$ cat src/rtl/cga_generation_controller.sv
// cga_generation_controller
// Compact-GA generation sequencer. Each generation samples candidate A and
// candidate B from the probability-vector population, offers each one to an
// external fitness evaluator, and then writes the fitter of the two back to
// the population as the winner. The block also tracks the best candidate seen
// in the run, counts completed generations, and stops on a generation limit or
// when a target fitness is reached.
//
// Optional feature macro: CGA_ELITISM_EN
//   When defined, every generation after the first uses the stored elite
//   (best_individual / best_fitness) as candidate B. The sample and evaluate
//   steps for B are then skipped and the generation goes straight from WT_A
//   to UPD. When undefined, both candidates are sampled and evaluated in every
//   generation.
module cga_generation_controller #(
    parameter int Width        = 32,
    parameter int FitnessWidth = 16,
    parameter int TaxWidth     = 4,
    parameter int GenWidth     = 16
) (
    input  logic                    clk,
    input  logic                    rst_n,
    input  logic                    start,
    input  logic                    abort,
    input  logic [TaxWidth-1:0]     cfg_tax,
    input  logic [GenWidth-1:0]     cfg_max_gen,
    input  logic [FitnessWidth-1:0] cfg_target,
    output logic                    pop_ce,
    output logic                    pop_we,
    output logic [TaxWidth-1:0]     pop_tax,
    output logic [Width-1:0]        pop_winner,
    input  logic [Width-1:0]        pop_individual,
    output logic                    eval_valid,
    input  logic                    eval_ready,
    output logic [Width-1:0]        eval_individual,
    input  logic                    fit_valid,
    input  logic [FitnessWidth-1:0] fit_value,
    output logic                    busy,
    output logic                    done,
    output logic [GenWidth-1:0]     generation,
    output logic [Width-1:0]        best_individual,
    output logic [FitnessWidth-1:0] best_fitness
);

    typedef enum logic [3:0] {
        S_IDLE,
        S_SMP_A,
        S_LAT_A,
        S_EVL_A,
        S_WT_A,
        S_SMP_B,
        S_LAT_B,
        S_EVL_B,
        S_WT_B,
        S_UPD,
        S_CHK,
        S_DONE
    } state_t;

    state_t                  state;
    logic [Width-1:0]        ind_a;
    logic [Width-1:0]        ind_b;
    logic [FitnessWidth-1:0] fit_a;
    logic                    best_valid;
    logic [GenWidth-1:0]     max_gen_q;
    logic [FitnessWidth-1:0] target_q;
    logic                    pop_we_q;

    logic                    fit_improves;
    logic [GenWidth-1:0]     gen_next;
    logic                    stop_run;
    logic [Width-1:0]        winner_ab;
    logic [Width-1:0]        winner_elite;
    logic                    elite_active;

    // The elite replaces candidate B only once a first generation has
    // completed. Before that no elite exists yet.
`ifdef CGA_ELITISM_EN
    assign elite_active = (generation != '0);
`else
    assign elite_active = 1'b0;
`endif

    // The update strobe is registered, but an abort arriving during UPD must
    // still stop the write. So the strobe is gated by abort in the same cycle.
    assign pop_we = pop_we_q & ~abort;

    // Helpers for best tracking, the saturating generation count, the stop test and the winner choice
    always_comb begin
        fit_improves = !best_valid || (fit_value > best_fitness);
        gen_next     = (generation == {GenWidth{1'b1}}) ? generation
                                                        : generation + GenWidth'(1);
        stop_run     = ((max_gen_q != '0) && (gen_next == max_gen_q)) ||
                       (best_fitness >= target_q);
        winner_ab    = (fit_value > fit_a) ? ind_b : ind_a;
        winner_elite = (best_fitness > fit_value) ? best_individual : ind_a;
    end

    // Generation sequencer: state, handshakes and registered outputs all move together
    always_ff @(posedge clk or negedge rst_n) begin
        if (!rst_n) begin
            state           <= S_IDLE;
            pop_ce          <= 1'b0;
            pop_we_q        <= 1'b0;
            pop_tax         <= '0;
            pop_winner      <= '0;
            eval_valid      <= 1'b0;
            eval_individual <= '0;
            busy            <= 1'b0;
            done            <= 1'b0;
            generation      <= '0;
            best_individual <= '0;
            best_fitness    <= '0;
            best_valid      <= 1'b0;
            ind_a           <= '0;
            ind_b           <= '0;
            fit_a           <= '0;
            max_gen_q       <= '0;
            target_q        <= '0;
        end else begin
            pop_ce     <= 1'b0;
            pop_we_q   <= 1'b0;
            done       <= 1'b0;
            pop_winner <= '0;

            if (abort) begin
                state      <= S_IDLE;
                busy       <= 1'b0;
                eval_valid <= 1'b0;
            end else begin
                case (state)
                    S_IDLE: begin
                        if (start) begin
                            state           <= S_SMP_A;
                            pop_ce          <= 1'b1;
                            busy            <= 1'b1;
                            pop_tax         <= cfg_tax;
                            max_gen_q       <= cfg_max_gen;
                            target_q        <= cfg_target;
                            generation      <= '0;
                            best_individual <= '0;
                            best_fitness    <= '0;
                            best_valid      <= 1'b0;
                        end
                    end

                    S_SMP_A: begin
                        state <= S_LAT_A;
                    end

                    S_LAT_A: begin
                        ind_a           <= pop_individual;
                        eval_individual <= pop_individual;
                        eval_valid      <= 1'b1;
                        state           <= S_EVL_A;
                    end

                    S_EVL_A: begin
                        if (eval_ready) begin
                            eval_valid <= 1'b0;
                            state      <= S_WT_A;
                        end
                    end

                    S_WT_A: begin
                        if (fit_valid) begin
                            fit_a <= fit_value;
                            if (fit_improves) begin
                                best_individual <= ind_a;
                                best_fitness    <= fit_value;
                                best_valid      <= 1'b1;
                            end
                            if (elite_active) begin
                                state      <= S_UPD;
                                pop_we_q   <= 1'b1;
                                pop_winner <= winner_elite;
                            end else begin
                                state  <= S_SMP_B;
                                pop_ce <= 1'b1;
                            end
                        end
                    end

                    S_SMP_B: begin
                        state <= S_LAT_B;
                    end

                    S_LAT_B: begin
                        ind_b           <= pop_individual;
                        eval_individual <= pop_individual;
                        eval_valid      <= 1'b1;
                        state           <= S_EVL_B;
                    end

                    S_EVL_B: begin
                        if (eval_ready) begin
                            eval_valid <= 1'b0;
                            state      <= S_WT_B;
                        end
                    end

                    S_WT_B: begin
                        if (fit_valid) begin
                            if (fit_improves) begin
                                best_individual <= ind_b;
                                best_fitness    <= fit_value;
                                best_valid      <= 1'b1;
                            end
                            state      <= S_UPD;
                            pop_we_q   <= 1'b1;
                            pop_winner <= winner_ab;
                        end
                    end

                    S_UPD: begin
                        state <= S_CHK;
                    end

                    S_CHK: begin
                        generation <= gen_next;
                        if (stop_run) begin
                            state <= S_DONE;
                            done  <= 1'b1;
                        end else begin
                            state  <= S_SMP_A;
                            pop_ce <= 1'b1;
                        end
                    end

                    S_DONE: begin
                        state <= S_IDLE;
                        busy  <= 1'b0;
                    end

                    default: begin
                        state      <= S_IDLE;
                        busy       <= 1'b0;
                        eval_valid <= 1'b0;
                    end
                endcase
            end
        end
    end

endmodule

$ cat config.mk
export PLATFORM = sky130hd
export DESIGN_NAME = cga_generation_controller
export DESIGN_NICKNAME = d
export VERILOG_FILES = /design/src/rtl/cga_generation_controller.sv
export SDC_FILE = /design/constraint.sdc
export NUM_CORES = 1
export LEC_CHECK = 0
export ABC_AREA = 0
export ABC_CLOCK_PERIOD_IN_PS = 2350
export BUFFER_PORTS_ARGS = -buffer_cell sky130_fd_sc_hd__clkbuf_2
export CAP_MARGIN = 15
export CORE_MARGIN = 3
export CORE_UTILIZATION = 51
export CTS_CLUSTER_SIZE = 12
export DETAILED_ROUTE_END_ITERATION = 10
export GPL_ROUTABILITY_DRIVEN = 0
export GPL_TIMING_DRIVEN = 0
export HOLD_SLACK_MARGIN = 0.12
export PLACE_DENSITY_LB_ADDON = 0.15
export SYNTH_ARGS = -nofsm -noshare
export SYNTH_HDL_FRONTEND = slang
export SYNTH_SLANG_ARGS = --single-unit
$ cat constraint.sdc
create_clock -name clk -period 2.35 [get_ports clk]
set_clock_uncertainty 0.1 [all_clocks]
set_input_delay 0 -clock clk [delete_from_list [all_inputs] [get_ports clk]]
set_output_delay 0 -clock clk [all_outputs]
set_load 0.005 [all_outputs]
==> flow_summary_export.csv, run 1 <==
group,metric,value,unit
run_status,status,"finished with violations",
run_status,violations,"setup timing",
sta,relSlewSlack,0.538,
floorplanning,dieArea,25800,µm²
clocking,numCtsBuffers,28,
drt,drt-initial-drc-count,719,
sta,fin_crit_sh,1.08,
setup_path,critPathKind,"flop to flop",
drt,firstDrtPassIters,5,
layout,area.growth.synth_to_final,40.5,%
hold_path,worstHoldPathType,"input port to flop",
setup_path,cp_max_fo,4,
power,power.net_switching,0.00522,W
grt,grtUsageMet3,0.0539,
clocking,clk_pin_slew_worst_paths,60,ps
floorplanning,die_w,161,µm
sta,rsz0062_at_grt,"yes",
grt,grt.overflow.total,0,
setup_path,worstSetupEndpointType,"flop",
drt,num_vias,10400,
flow_run,drv_cap,0,
layout,finish.utilization,0.742,
floorplanning,num_io_pins,227,
setup_path,worst-r2r-setup-slack,-200,ps
synthesis,synth_edf_count,0,
drt,wl,35600,µm
floorplanning,coreArea,23100,µm²
synthesis,synth_area,12200,µm²
power,power,0.0157,W
power,clock_power_share,0.263,
drt,wire_per_inst,19.1,µm
grt,antenna_found_initial,0,
synthesis,avgSynthCellArea,10.7,µm²
clocking,clock-root-buffer,"clkbuf_16",
sta,max_clock_freq,0.392,GHz
power,peakVddDrop,0.000731,V
setup_path,arrival,2850,ps
sta,tns,-2530,ps
sta,finalCriticalPeriod,2550,ps
floorplanning,die-height,161,µm
grt,grt_use_met1,0.362,
power,power.internal,0.0105,W
synthesis,synth_flop_cell,"dfrtp_1",
synthesis,synthesis.nets,1276,
clocking,htreeDepth,1,
power,swShare,0.332,
clocking,cts_buffer_depth,3,
setup_path,cp.required,2660,ps
synthesis,netlist_instances,1137,
layout,nets,1674,
grt,busiest_layer,"met2",
power,leakage,7.84,nW
clocking,tritoncts,"yes",
grt,grt_pass1_wl,57300,µm
synthesis,synth_seq_cells,254,
floorplanning,start_util,0.528,
sta,fin_ws,-198,ps
sta,hold_viol,0,
layout,diodes,0,
power,cellPowerDensity,918,nW/µm²
sta,final_max_slew_viol_count,0,
setup_path,cp-start-kind,"flop",
sta,tightest_slew,693,ps
clocking,clk_latency,560,ps
grt,grt_pass1_vias,10700,
grt,grt_max_degree,106,
grt,met2_usage,0.453,
drt,drc,0,
synthesis,synthArstFlopShare,1.00,
layout,layout_commonest_cell,"dfrtp_1",
layout,drive_gt1_frac,0.395,
layout,mostFrequentLayoutCells,"dfrtp_1 (251), clkbuf_2 (238), dlygate4sd3_1 (123)",
power,p_seq_frac,0.425,
synthesis,yosysSeqAreaShare,0.522,
place,dpl.hpwl,22600,µm
synthesis,ys_warn_count,0,
grt,grt_use_total,0.272,
sta,setup_viol,53,
power,comb_power_share,0.312,
synthesis,synth.distinct_cells,75,
floorplanning,num_rows,55,
place,io_buffers,226,
drt,vias_per_cell,5.55,
drt,final_antenna_net_count,0,
clocking,clkSinkCount,254,
[final cells by class]
class	count	area [µm²]
Buffer	60	438
Clock buffer	38	798
Clock inverter	11	80.1
Fill cell	1566	5950
Inverter	55	206
Multi-Input combinational cell	761	6160
Sequential cell	254	6360
Tap cell	313	392
Timing Repair Buffer	375	2670
[critical path: stages, from the launching register on]
cell	delay [ps]
dfrtp_1	370
inv_2	80
ha_4	200
a21o_1	170
a21o_1	170
a211o_1	290
a211oi_2	150
o21ai_1	90
a221o_1	410
a21oi_4	260
a31oi_1	120
[registers in the layout, indices dropped and copies added (netlist names), 4 cells and up]
name             cells
target_q            16
eval_individual     32
pop_tax              4
fit_a               16
state                4
max_gen_q           16
best_fitness        16
ind_a               32
generation          16
best_individual     32
pop_winner          32
ind_b               32
[what timing repair did]
action | 4_1_cts | 5_1_grt
gates cloned | 3 | 1
hold buffers | 123 | 0
endpoints found under the setup margin | 230 | 200
pin swaps | 52 | 45
buffers inserted | 13 | 7
endpoints found under the hold margin | 433 | 0
resized for setup | 151 | 128
[power groups by stage]
stage,combinational [W],sequential (W),clock (W)
after floorplan,0.00235,0.00645,0
after global placement,0.00377,0.00655,0
after detailed placement,0.00389,0.00660,0
after CTS,0.00454,0.00658,0.00421
after global routing,0.00543,0.00683,0.00442
final,0.00491,0.00667,0.00413
[cell families (layout without fill, tap and decap cells)]
kind of cell	Yosys count	count (layout)	share of synthesized area
compound gates	271	271	0.140
xor+xnor	20	20	0.0155
fa+ha+maj	49	49	0.0504
buf+inv	122	539	0.0413
flops	254	254	0.522
mux	116	116	0.107
simple gates	305	305	0.124
[layer usage]
layer,part of all wire,vias to the layer above
met5,0,-
met4,0.031,0
met3,0.056,65
met2,0.49,352
met1,0.42,5124
li1,-,4828
[cells in the mapped netlist (4+ instances only)]
library cell	n	area (µm²)
mux2i_1	4	40.0
xnor2_1	11	96.3
a31oi_1	7	43.8
nand2b_1	5	31.3
nor3_1	8	40.0
nand2_1	114	428
ha_1	49	613
nand4_1	11	68.8
inv_1	55	206
nor2_1	59	221
o21ai_0	92	460
a21boi_1	11	82.6
xor2_1	8	70.1
nor2b_1	5	31.3
a21oi_1	55	275
nor4_1	11	68.8
o21a_1	5	37.5
a22oi_1	32	240
buf_2	15	75.1
dfrtp_1	254	6360
nand3_1	65	325
mux2_2	112	1260
a21boi_0	22	165
a22o_1	4	35.0
a21o_1	15	113
clkbuf_1	44	165
[worst paths after layout]
kind | start | to | cells after the start
hold / removal | pop_individual[17] | ind_a[17] | 3
max in group asynchronous | rst_n | eval_individual[19] | 4
setup reg to reg | target_q[9] | state[1] | 10
min in group asynchronous | rst_n | target_q[4] | 3
setup / recovery | target_q[9] | state[1] | 10
hold reg to reg | pop_tax[2] | pop_tax[2] | 2
[through the flow]
| stage | setup WS (ps) | hold slack, ps | std cells | cell area, µm² |
|---|---|---|---|---|
| 2_1_floorplan | -16.4 | -396 | 1137 | 12200 |
| 3_3_place_gp | -4550 | 95.3 | 1676 | 13700 |
| 3_5_place_dp | -543 | -14.5 | 1678 | 13800 |
| 4_1_cts | -249 | 124 | 1864 | 16600 |
| 5_1_grt | -292 | 150 | 1867 | 17100 |
| 6_report | -198 | 143 | 1867 | 17100 |
(Power assumes the default switching activity.)
==> run 2, diff against run 1 <==
--- a/config.mk
+++ b/config.mk
@@ -10,7 +10,8 @@
 export BUFFER_PORTS_ARGS = -buffer_cell sky130_fd_sc_hd__clkbuf_2
 export CAP_MARGIN = 15
 export CORE_MARGIN = 3
-export CORE_UTILIZATION = 51
+export CORE_UTILIZATION = 52
+export CTS_BUF_LIST = sky130_fd_sc_hd__clkbuf_2
 export CTS_CLUSTER_SIZE = 12
 export DETAILED_ROUTE_END_ITERATION = 10
 export GPL_ROUTABILITY_DRIVEN = 0
==> run 2 against run 1 <==
The flow still finishes with violations (setup timing). Global-route usage increased by 2.5 points. Cell area increased by 4.1%. Routed wire length increased by 12%. Flip-flop and latch count unchanged. Die area decreased by 1.8%. Sequential share of layout area decreased by 1.5 points.
==> flow_summary_export.csv, run 2 (same netlist as run 1, synthesis figures left out) <==
group,metric,value,unit
setup_path,slowest_stage,"dfrtp_1",
place,place_inst,1678,
setup_path,cp-start-kind,"flop",
clocking,clock-root-buffer,"clkbuf_2",
grt,grt_pass1_wl,60900,µm
place,io_buffers,226,
floorplanning,num_io_pins,227,
drt,drc,0,
setup_path,cp.required,2940,ps
setup_path,arrival,3260,ps
sta,fin_crit_sh,1.14,
floorplanning,start_util,0.533,
setup_path,slowest_delay,430,ps
sta,final_max_slew_viol_count,0,
layout,design_area,17800,µm²
sta,rsz0062_at_grt,"yes",
grt,antenna_found_initial,2,
sta,setup_viol,82,
clocking,clk_latency,840,ps
place,dpl_cell_area,13800,µm²
sta,relSlewSlack,0.607,
grt,grt_use_total,0.297,
setup_path,cp_num_buf_inv,6,
sta,finalCriticalPeriod,2670,ps
setup_path,path_common_cell,"a21o_1",
clocking,clk_pin_slew_worst_paths,100,ps
grt,grt.overflow.total,0,
grt,grt_max_degree,114,
power,cellPowerDensity,853,nW/µm²
grt,grt_pass1_vias,11700,
clocking,htreeDepth,3,
hold_path,worstHoldPathType,"input port to flop",
floorplanning,dieArea,25300,µm²
floorplanning,die-height,159,µm
drt,num_vias,11200,
setup_path,crit_chain,"buf_6 -> buf_6 -> inv_4 -> ha_4 -> a21o_1 -> a21o_1 -> a21o_1 -> a21oi_2 -> or2_4 -> a31oi_4 -> buf_12 -> buf_12 -> clkbuf_16 -> a21oi_2",
drt,wl,39800,µm
grt,grtUsageMet3,0.0788,
clocking,tritoncts,"yes",
power,leakage,8.24,nW
flow_run,drv_cap,0,
grt,met2_usage,0.510,
drt,wire_per_inst,19.9,µm
sta,fin_ws,-323,ps
setup_path,cp_top_family,"compound AO/OA/AOI/OAI gates",
drt,final_antenna_net_count,0,
layout,area.growth.synth_to_final,46.3,%
floorplanning,coreArea,22800,µm²
drt,drt-initial-drc-count,714,
sta,max_clock_freq,0.374,GHz
clocking,cts_buffer_depth,3,
layout,layout_commonest_cell,"clkbuf_2",
layout,drive_gt1_frac,0.430,
grt,grt_use_met1,0.364,
sta,hold_viol,0,
floorplanning,num_rows,55,
run_status,violations,"setup timing",
clocking,numCtsBuffers,69,
place,dpl.hpwl,22800,µm
layout,mostFrequentLayoutCells,"clkbuf_2 (335), dfrtp_1 (251), dlygate4sd3_1 (180)",
power,peakVddDrop,0.000727,V
run_status,status,"finished with violations",
floorplanning,die_w,159,µm
drt,vias_per_cell,5.61,
drt,firstDrtPassIters,5,
setup_path,worstSetupEndpointType,"flop",
layout,layoutNonFillerInstCount,2005,
layout,finish.utilization,0.780,
grt,busiest_layer,"met2",
setup_path,cp_max_fo,7,
layout,nets,1790,
setup_path,critPathKind,"flop to flop",
sta,tightest_slew,589,ps
clocking,clkSinkCount,254,
run 2: power breakdown:
part	switching (W)	total (W)	internal, W
Clock	0.00182	0.00304	0.00122
Sequential	0.00105	0.00672	0.00568
Combinational	0.00269	0.00543	0.00273
run 2: area by class of cell:
cell class / count / area [µm²]
sequential: 254 / 6360
multi-input combinational: 761 / 6280
fill: 1511 / 5040
timing repair buffer: 448 / 3510
clock buffer: 99 / 495
buffer: 62 / 473
tap: 313 / 392
inverter: 55 / 209
clock inverter: 11 / 81.3
antenna: 2 / 5.00
run 2: path summary, 6_finish.rpt:
check                           startpoint             endpoint  slack [ps]  cells past startpoint
max                        best_fitness[9]  best_individual[16]        -320                     14
min                                  start       generation[13]         180                      5
max reg2reg                best_fitness[9]  best_individual[16]        -320                     14
min reg2reg                     pop_tax[1]           pop_tax[1]         390                      2
max in group asynchronous            rst_n   best_individual[6]         500                      6
min in group asynchronous            rst_n           pop_tax[3]         700                      5
run 2: timing repair:
item / 4_1_cts / 5_1_grt
hold endpoints to repair: 507 / 0
buffers inserted: 17 / 14
endpoints found under the setup margin: 211 / 166
gates cloned: 4 / 5
pin swaps: 61 / 37
gates resized for setup: 149 / 212
hold buffers: 181 / 0
run 2: metrics by stage:
step	power [W]	hold slack, ps	TNS, ps	setup slack [ps]
2_1_floorplan	0.00880	-396	-331	-16.4
3_3_place_gp	0.0103	94.9	-1099260	-4620
3_5_place_dp	0.0105	-73.0	-66540	-500
4_1_cts	0.0143	143	-5950	-269
5_1_grt	0.0161	149	-21710	-387
6_report	0.0152	184	-17140	-323
run 2: metal layers:
metal | vias to the layer above | routed length [µm]
met5 | - | 0
met4 | 0 | 1310
met3 | 107 | 2820
met2 | 459 | 20000
met1 | 5586 | 15700
li1 | 5096 | -
run 2: tightest hold or removal path: stages:
cell and delay, ps:
dlygate4sd3_1 550, clkbuf_2 130, nand3_2 190, a21oi_1 100, a21oi_1 110
